==> config.mk <==
export PLATFORM = sky130hd
export DESIGN_NAME = stopwatch_ctrl
export DESIGN_NICKNAME = d
export VERILOG_FILES = /design/src/rtl/stopwatch_pkg.sv /design/src/rtl/debounce_pulse.sv /design/src/rtl/stopwatch_ctrl.sv
export SDC_FILE = /design/constraint.sdc
export NUM_CORES = 1
export LEC_CHECK = 0
export ABC_AREA = 1
export CAP_MARGIN = 5
export CORE_MARGIN = 5
export CORE_UTILIZATION = 54
export DETAILED_ROUTE_END_ITERATION = 6
export HOLD_SLACK_MARGIN = 0.1
export PLACE_DENSITY = 0.75
export SLEW_MARGIN = 0
export SYNTH_ARGS = -nofsm -noshare
export SYNTH_HDL_FRONTEND = slang
export SYNTH_SLANG_ARGS = --single-unit
==> constraint.sdc <==
create_clock -name clk -period 4.6 [get_ports clk]
set_clock_uncertainty 0.2 [all_clocks]
set_input_delay 0.92 -clock clk [delete_from_list [all_inputs] [get_ports clk]]
set_output_delay 0.92 -clock clk [all_outputs]
set_load 0.01 [all_outputs]
==> src/rtl/stopwatch_pkg.sv <==
// Shared types and default constants for the stopwatch control sequencer.
package stopwatch_pkg;

  // Run/paused state encoding.
  typedef enum logic {
    StRun    = 1'b0,
    StPaused = 1'b1
  } state_e;

  // Board-level defaults; simulation overrides DEBOUNCE_CYCLES with a small value.
  localparam int unsigned DefDebounceCycles = 65536;
  localparam int unsigned DefSyncStages     = 2;

endpackage

==> src/rtl/debounce_pulse.sv <==
// Debouncer: emits a single-cycle press pulse after DEBOUNCE_CYCLES consecutive
// high samples of a synchronized input. The count saturates, so holding the
// button gives exactly one pulse; any low sample restarts the count.
module debounce_pulse import stopwatch_pkg::*; #(
  parameter int unsigned DEBOUNCE_CYCLES = DefDebounceCycles
) (
  input  logic clk,
  input  logic rst,
  input  logic in,
  output logic press
);

  localparam int unsigned CntW = $clog2(DEBOUNCE_CYCLES + 1);
  localparam logic [CntW-1:0] CntMax = CntW'(DEBOUNCE_CYCLES);

  logic [CntW-1:0] cnt_q, cnt_d;
  logic            press_q, press_d;

  // Next count and press pulse; the pulse fires on the step that reaches CntMax.
  always_comb begin
    cnt_d   = cnt_q;
    press_d = 1'b0;
    if (!in) begin
      cnt_d = '0;
    end else if (cnt_q != CntMax) begin
      cnt_d   = cnt_q + 1'b1;
      press_d = (cnt_d == CntMax);
    end
  end

  // Counter and press register with synchronous reset.
  always_ff @(posedge clk) begin
    if (rst) begin
      cnt_q   <= '0;
      press_q <= 1'b0;
    end else begin
      cnt_q   <= cnt_d;
      press_q <= press_d;
    end
  end

  assign press = press_q;

endmodule

==> src/rtl/stopwatch_ctrl.sv <==
// Stopwatch control sequencer: synchronizes the switches, debounces the pause
// button, tracks run/paused state and produces registered increment pulses and
// blink masks for the digit counters and display driver.
module stopwatch_ctrl import stopwatch_pkg::*; #(
  parameter int unsigned DEBOUNCE_CYCLES = DefDebounceCycles,
  parameter int unsigned SYNC_STAGES     = DefSyncStages
) (
  input  logic clk,
  input  logic rst,
  input  logic tick_1hz,
  input  logic tick_2hz,
  input  logic sel,
  input  logic adj,
  input  logic pause,
  output logic inc_sec,
  output logic inc_min,
  output logic blank_sec,
  output logic blank_min,
  output logic running
);

  localparam int unsigned WarmW = $clog2(SYNC_STAGES + 1);
  localparam logic [WarmW-1:0] WarmMax = WarmW'(SYNC_STAGES);

  logic [SYNC_STAGES-1:0] sel_sync_q, adj_sync_q, pause_sync_q;
  logic                   sel_s, adj_s, pause_s;

  logic [WarmW-1:0] warm_q, warm_d;
  logic             armed_q, armed_d;
  logic             press;

  state_e state_q, state_d;
  logic   phase_q, phase_d;
  logic   inc_sec_q, inc_sec_d;
  logic   inc_min_q, inc_min_d;
  logic   blank_sec_q, blank_sec_d;
  logic   blank_min_q, blank_min_d;
  logic   running_q, running_d;

  // Multi-flop synchronizers for the asynchronous switch and button inputs.
  always_ff @(posedge clk) begin
    if (rst) begin
      sel_sync_q   <= '0;
      adj_sync_q   <= '0;
      pause_sync_q <= '0;
    end else begin
      sel_sync_q[0]   <= sel;
      adj_sync_q[0]   <= adj;
      pause_sync_q[0] <= pause;
      for (int i = 1; i < int'(SYNC_STAGES); i++) begin
        sel_sync_q[i]   <= sel_sync_q[i-1];
        adj_sync_q[i]   <= adj_sync_q[i-1];
        pause_sync_q[i] <= pause_sync_q[i-1];
      end
    end
  end

  assign sel_s   = sel_sync_q[SYNC_STAGES-1];
  assign adj_s   = adj_sync_q[SYNC_STAGES-1];
  assign pause_s = pause_sync_q[SYNC_STAGES-1];

  // Press arming: the synchronizer is cleared by reset, so a button held through
  // reset would look like a fresh rising edge. Only arm once the synchronizer has
  // refilled and shown the button released.
  always_comb begin
    warm_d  = (warm_q == WarmMax) ? warm_q : warm_q + 1'b1;
    armed_d = armed_q | ((warm_q == WarmMax) & ~pause_s);
  end

  // Arming state register.
  always_ff @(posedge clk) begin
    if (rst) begin
      warm_q  <= '0;
      armed_q <= 1'b0;
    end else begin
      warm_q  <= warm_d;
      armed_q <= armed_d;
    end
  end

  debounce_pulse #(
    .DEBOUNCE_CYCLES(DEBOUNCE_CYCLES)
  ) u_debounce (
    .clk  (clk),
    .rst  (rst),
    .in   (pause_s & armed_q),
    .press(press)
  );

  // Next state, blink phase and output values; increments use the pre-toggle state.
  always_comb begin
    state_d = state_q;
    if (press) begin
      state_d = (state_q == StRun) ? StPaused : StRun;
    end

    phase_d = adj_s ? (phase_q ^ tick_2hz) : 1'b0;

    inc_sec_d = 1'b0;
    inc_min_d = 1'b0;
    if (state_q == StRun) begin
      if (!adj_s) begin
        inc_sec_d = tick_1hz;
      end else if (sel_s) begin
        inc_sec_d = tick_2hz;
      end else begin
        inc_min_d = tick_2hz;
      end
    end

    blank_min_d = adj_s & ~sel_s & phase_d;
    blank_sec_d = adj_s & sel_s & phase_d;
    running_d   = (state_d == StRun);
  end

  // State, phase and output registers.
  always_ff @(posedge clk) begin
    if (rst) begin
      state_q     <= StRun;
      phase_q     <= 1'b0;
      inc_sec_q   <= 1'b0;
      inc_min_q   <= 1'b0;
      blank_sec_q <= 1'b0;
      blank_min_q <= 1'b0;
      running_q   <= 1'b1;
    end else begin
      state_q     <= state_d;
      phase_q     <= phase_d;
      inc_sec_q   <= inc_sec_d;
      inc_min_q   <= inc_min_d;
      blank_sec_q <= blank_sec_d;
      blank_min_q <= blank_min_d;
      running_q   <= running_d;
    end
  end

  assign inc_sec   = inc_sec_q;
  assign inc_min   = inc_min_q;
  assign blank_sec = blank_sec_q;
  assign blank_min = blank_min_q;
  assign running   = running_q;

endmodule

==> impl_metrics.py <==
metrics = {
    "setup_path": {
        "sort_of_element_at_the_start_of_the_critical_path": "input port",
        "timing.rr.start": "u_debounce.cnt_q[0]$_SDFFE_PP0N_",
        "cp_top_family": "simple AND/OR/NAND/NOR gates",
        "crit_path_top_delay_cell": "sky130_fd_sc_hd__clkdlybuf4s50_1",
        "critical_path.cell_chain": "clkdlybuf4s50_1 -> inv_2 -> nand3_4 -> nor2_1 -> nand3_1 -> nor2_1 -> nand3_1 -> nor2_1 -> nand2_1 -> nor2_1",
        "timing.critical_path.buf_inv": 2,
        "timing_worst_setup_path_type": "in2reg",
        "cp.required_ns": 4.68,
        "crit_start": "rst",
        "timing.critical_path.fanout_max": 18,
        "setup.worst_path.end_class": "register",
        "worst_path_largest_cell_delay_ns": 0.58,
        "cpMostUsedCell": "sky130_fd_sc_hd__nor2_1",
        "critical_path_arrival_ns": 2.50,
    },
    "pwr": {
        "p_leak_nw": 0.674,
        "pwr_density_cell_nw_per_um2": 296,
        "worst_ir_drop_vdd_mv": 0.286,
    },
    "layout": {
        "multi_input_comb_area_um2": 754,
        "fill_cells": 247,
        "num_antenna_cells": 0,
        "areaGrowthSynthToFinish_pct": 12.8,
        "post_route_cells_drive_above_1_share_pct": 11.9,
        "finish.net_count": 245,
        "sequential_cell_area_um2": 681,
    },
    "sta": {
        "slew_headroom_pct": 76.5,
        "final-hold-violation-count": 0,
        "max_slew.worst_pin.slew_ns": 0.351,
        "setup_viol": 0,
        "setup_tns_ns": 0,
        "maxSlewViolCount": 0,
        "max_freq_ghz": 0.414,
        "finalCritPeriodShare_pct": 52.5,
        "final.setup.worst_slack_ns": 2.18,
        "fin_crit_ns": 2.42,
        "rsz0062_at_grt": "false",
    },
    "floorplan": {
        "i_o_pin_cnt": 12,
        "die_x_um": 63.9,
        "start_util_pct": 56.4,
        "die_area_um2": 4080,
        "core-area_um2": 2780,
        "rows": 19,
        "die_h_um": 63.9,
    },
    "synth": {
        "synth_area_um2": 1570,
        "postSynthCellCount": 219,
        "synth-seq-cells": 34,
        "post_synth_num_cell_types": 25,
        "post-synth-top-area-cell": "sky130_fd_sc_hd__dfxtp_1",
        "syn_area_per_cell_um2": 7.16,
        "yosysTopAreaCellShare_pct": 43.4,
        "ys_top_cells_by_area": "sky130_fd_sc_hd__dfxtp_1 43%, sky130_fd_sc_hd__nand2_1 9.8%, sky130_fd_sc_hd__nor2_1 9.1%, sky130_fd_sc_hd__inv_1 7.2%, sky130_fd_sc_hd__a21oi_1 4.2%",
        "synth_warn": 0,
        "syn-num-nets": 229,
        "synth.yosys.seq_area_share_pct": 43.4,
    },
    "clock_network": {
        "maximum_buffer_depth_of_the_clock_tree": 2,
        "cts-resized-gates": 0,
        "clock_latency_late_sink_ns": 0.33,
        "cts-root-buf": "sky130_fd_sc_hd__clkbuf_4",
        "numCtsBuffers": 5,
        "post_cts.repair.setup_buffers": 0,
        "cts_num_sinks": 34,
        "tritoncts": "built",
        "holdBufCountCts": 0,
        "cts_clk_pin_slew_worst_paths_ns": 0.10,
        "cts.htree.levels": 2,
    },
    "job": {
        "cap_violations": 0,
    },
    "global_routing": {
        "globalRouteTotalUtil_pct": 15.8,
        "first_global_vias": 1189,
        "grt_max_degree": 19,
        "global_route_wire_length_before_repair_mm": 5.09,
        "grt_remaining_overflow": 0,
        "antenna_found_initial": 0,
    },
    "placed_design": {
        "worst_case_setup_slack_after_placement_ns": 1.83,
        "portBuffers": 11,
        "place.gp.congestion": 0.905,
        "detailed_place_hpwl_mm": 2.14,
    },
    "detailed_routing": {
        "detail_route.wirelength_mm": 2.88,
        "drtPass1Iterations": 5,
        "met3_wl_um": 158,
        "vias": 1352,
        "top_layer": "met4",
        "drt-vias-per-instance": 5.06,
        "drtIter0Drc": 85,
        "wl_per_cell_um": 10.8,
        "route.layer.met1.wl_mm": 1.44,
        "postRouteAntennaNets": 0,
        "dr_wl_met2_mm": 1.19,
        "drc": 0,
    },
    "worst_hold_path": {
        "min_path_type": "reg2reg",
        "hp-start": "pause_sync_q[0]$_SDFF_PP0_",
    },
    "run_status": {
        "outcome": "finished, final reports clean",
    },
}
-- final timing paths --
check	to	slack, ns	depth (start not counted)
worst max-delay path	u_debounce.press$_SDFF_PP0_	2.18	10
worst min-delay path	pause_sync_q[1]$_SDFF_PP0_	0.21	2
worst max register to register	u_debounce.press$_SDFF_PP0_	2.79	11
worst min register to register	pause_sync_q[1]$_SDFF_PP0_	0.21	2
-- synth_stat cells (all sizes together) --
master and instances:
o21ai 8, nor3b 1, dfxtp 34, a21oi 13, ha 3, nand4 9
nor3 1, nand3b 1, xor2 2, or2 1, inv 32, a211oi 1
buf 1, clkinv 1, nand3 15, nand2 47, nor2 48, clkbuf 1
-- layer usage --
metal,vias up,GRT usage [%]
li1,727,-
met5,-,0
met3,14,4.20
met2,33,21.4
met1,578,22.2
met4,0,9.35
-- sequential cells by signal, indices dropped and copies added (netlist names) --
name and cells:
armed_q 1, adj_sync_q 2, inc_sec 1, u_debounce.cnt_q 17
state_q 1, warm_q 2, pause_sync_q 2, running 1
blank_min 1, u_debounce.press 1, phase_q 1, blank_sec 1
sel_sync_q 2, inc_min 1
-- logic make-up (layout without fill, tap and decap cells) --
kind of cell | Yosys count | after routing | share of synthesized area, %
XOR/XNOR | 2 | 2 | 1.12
AND/OR/NAND/NOR | 123 | 123 | 37.4
flip-flops | 34 | 34 | 43.4
buffers and inverters | 35 | 52 | 8.46
adder cells (fa/ha/maj) | 3 | 3 | 2.39
AO/OA/AOI/OAI | 22 | 22 | 7.18
-- metrics by stage --
step	instance area, um^2	total power [mW]	hold WS [ns]	utilization, %	instances
after floorplan	1570	0.346	0.188	-	219
after global placement	1710	0.357	0.197	61.4	259
after detailed placement	1710	0.359	0.197	61.4	259
after CTS	1770	0.530	0.211	63.6	267
after global routing	1770	0.547	0.231	63.6	267
final	1770	0.523	0.209	63.6	267
-- final cells by class --
type / count / area share, %
clock buffer: 7 / 3.11
timing repair buffer: 11 / 6.23
inverter: 33 / 7.01
sequential: 34 / 38.5
clock inverter: 1 / 0.283
tap: 31 / 2.19
multi-input combinational: 150 / 42.7
-- layout by cell type (no fill, tap or decap), types with 2 or more instances in the layout --
cell type / Yosys / final
sky130_fd_sc_hd__a21oi_1: 13 / 13
sky130_fd_sc_hd__clkbuf_4: 0 / 5
sky130_fd_sc_hd__clkdlybuf4s50_1: 0 / 11
sky130_fd_sc_hd__dfxtp_1: 34 / 34
sky130_fd_sc_hd__ha_1: 3 / 3
sky130_fd_sc_hd__inv_1: 30 / 30
sky130_fd_sc_hd__inv_2: 2 / 2
sky130_fd_sc_hd__nand2_1: 41 / 41
sky130_fd_sc_hd__nand2_2: 6 / 6
sky130_fd_sc_hd__nand3_1: 13 / 13
sky130_fd_sc_hd__nand4_1: 9 / 9
sky130_fd_sc_hd__nor2_1: 38 / 38
sky130_fd_sc_hd__nor2_2: 7 / 7
sky130_fd_sc_hd__nor2_4: 3 / 3
sky130_fd_sc_hd__o21ai_0: 4 / 4
sky130_fd_sc_hd__o21ai_1: 4 / 4
sky130_fd_sc_hd__xor2_1: 2 / 2
-- power breakdown --
group          internal, mW  switching, mW  total (mW)
sequential            0.307        0.00618       0.313
clock                0.0740         0.0973       0.171
combinational        0.0186         0.0205      0.0392
-- worst register-to-register path: stages (launching register included) --
cell and delay [ns]:
sky130_fd_sc_hd__dfxtp_1 0.42, sky130_fd_sc_hd__ha_1 0.23, sky130_fd_sc_hd__nand2_2 0.10, sky130_fd_sc_hd__nor2_4 0.16
sky130_fd_sc_hd__nand2_2 0.09, sky130_fd_sc_hd__nand2_1 0.08, sky130_fd_sc_hd__nand2_1 0.06, sky130_fd_sc_hd__nor2_1 0.09
sky130_fd_sc_hd__nand2_1 0.06, sky130_fd_sc_hd__nor2_1 0.12, sky130_fd_sc_hd__nand2_1 0.07, sky130_fd_sc_hd__nor2_1 0.07
Note: power is estimated with default switching activity, not from simulation.
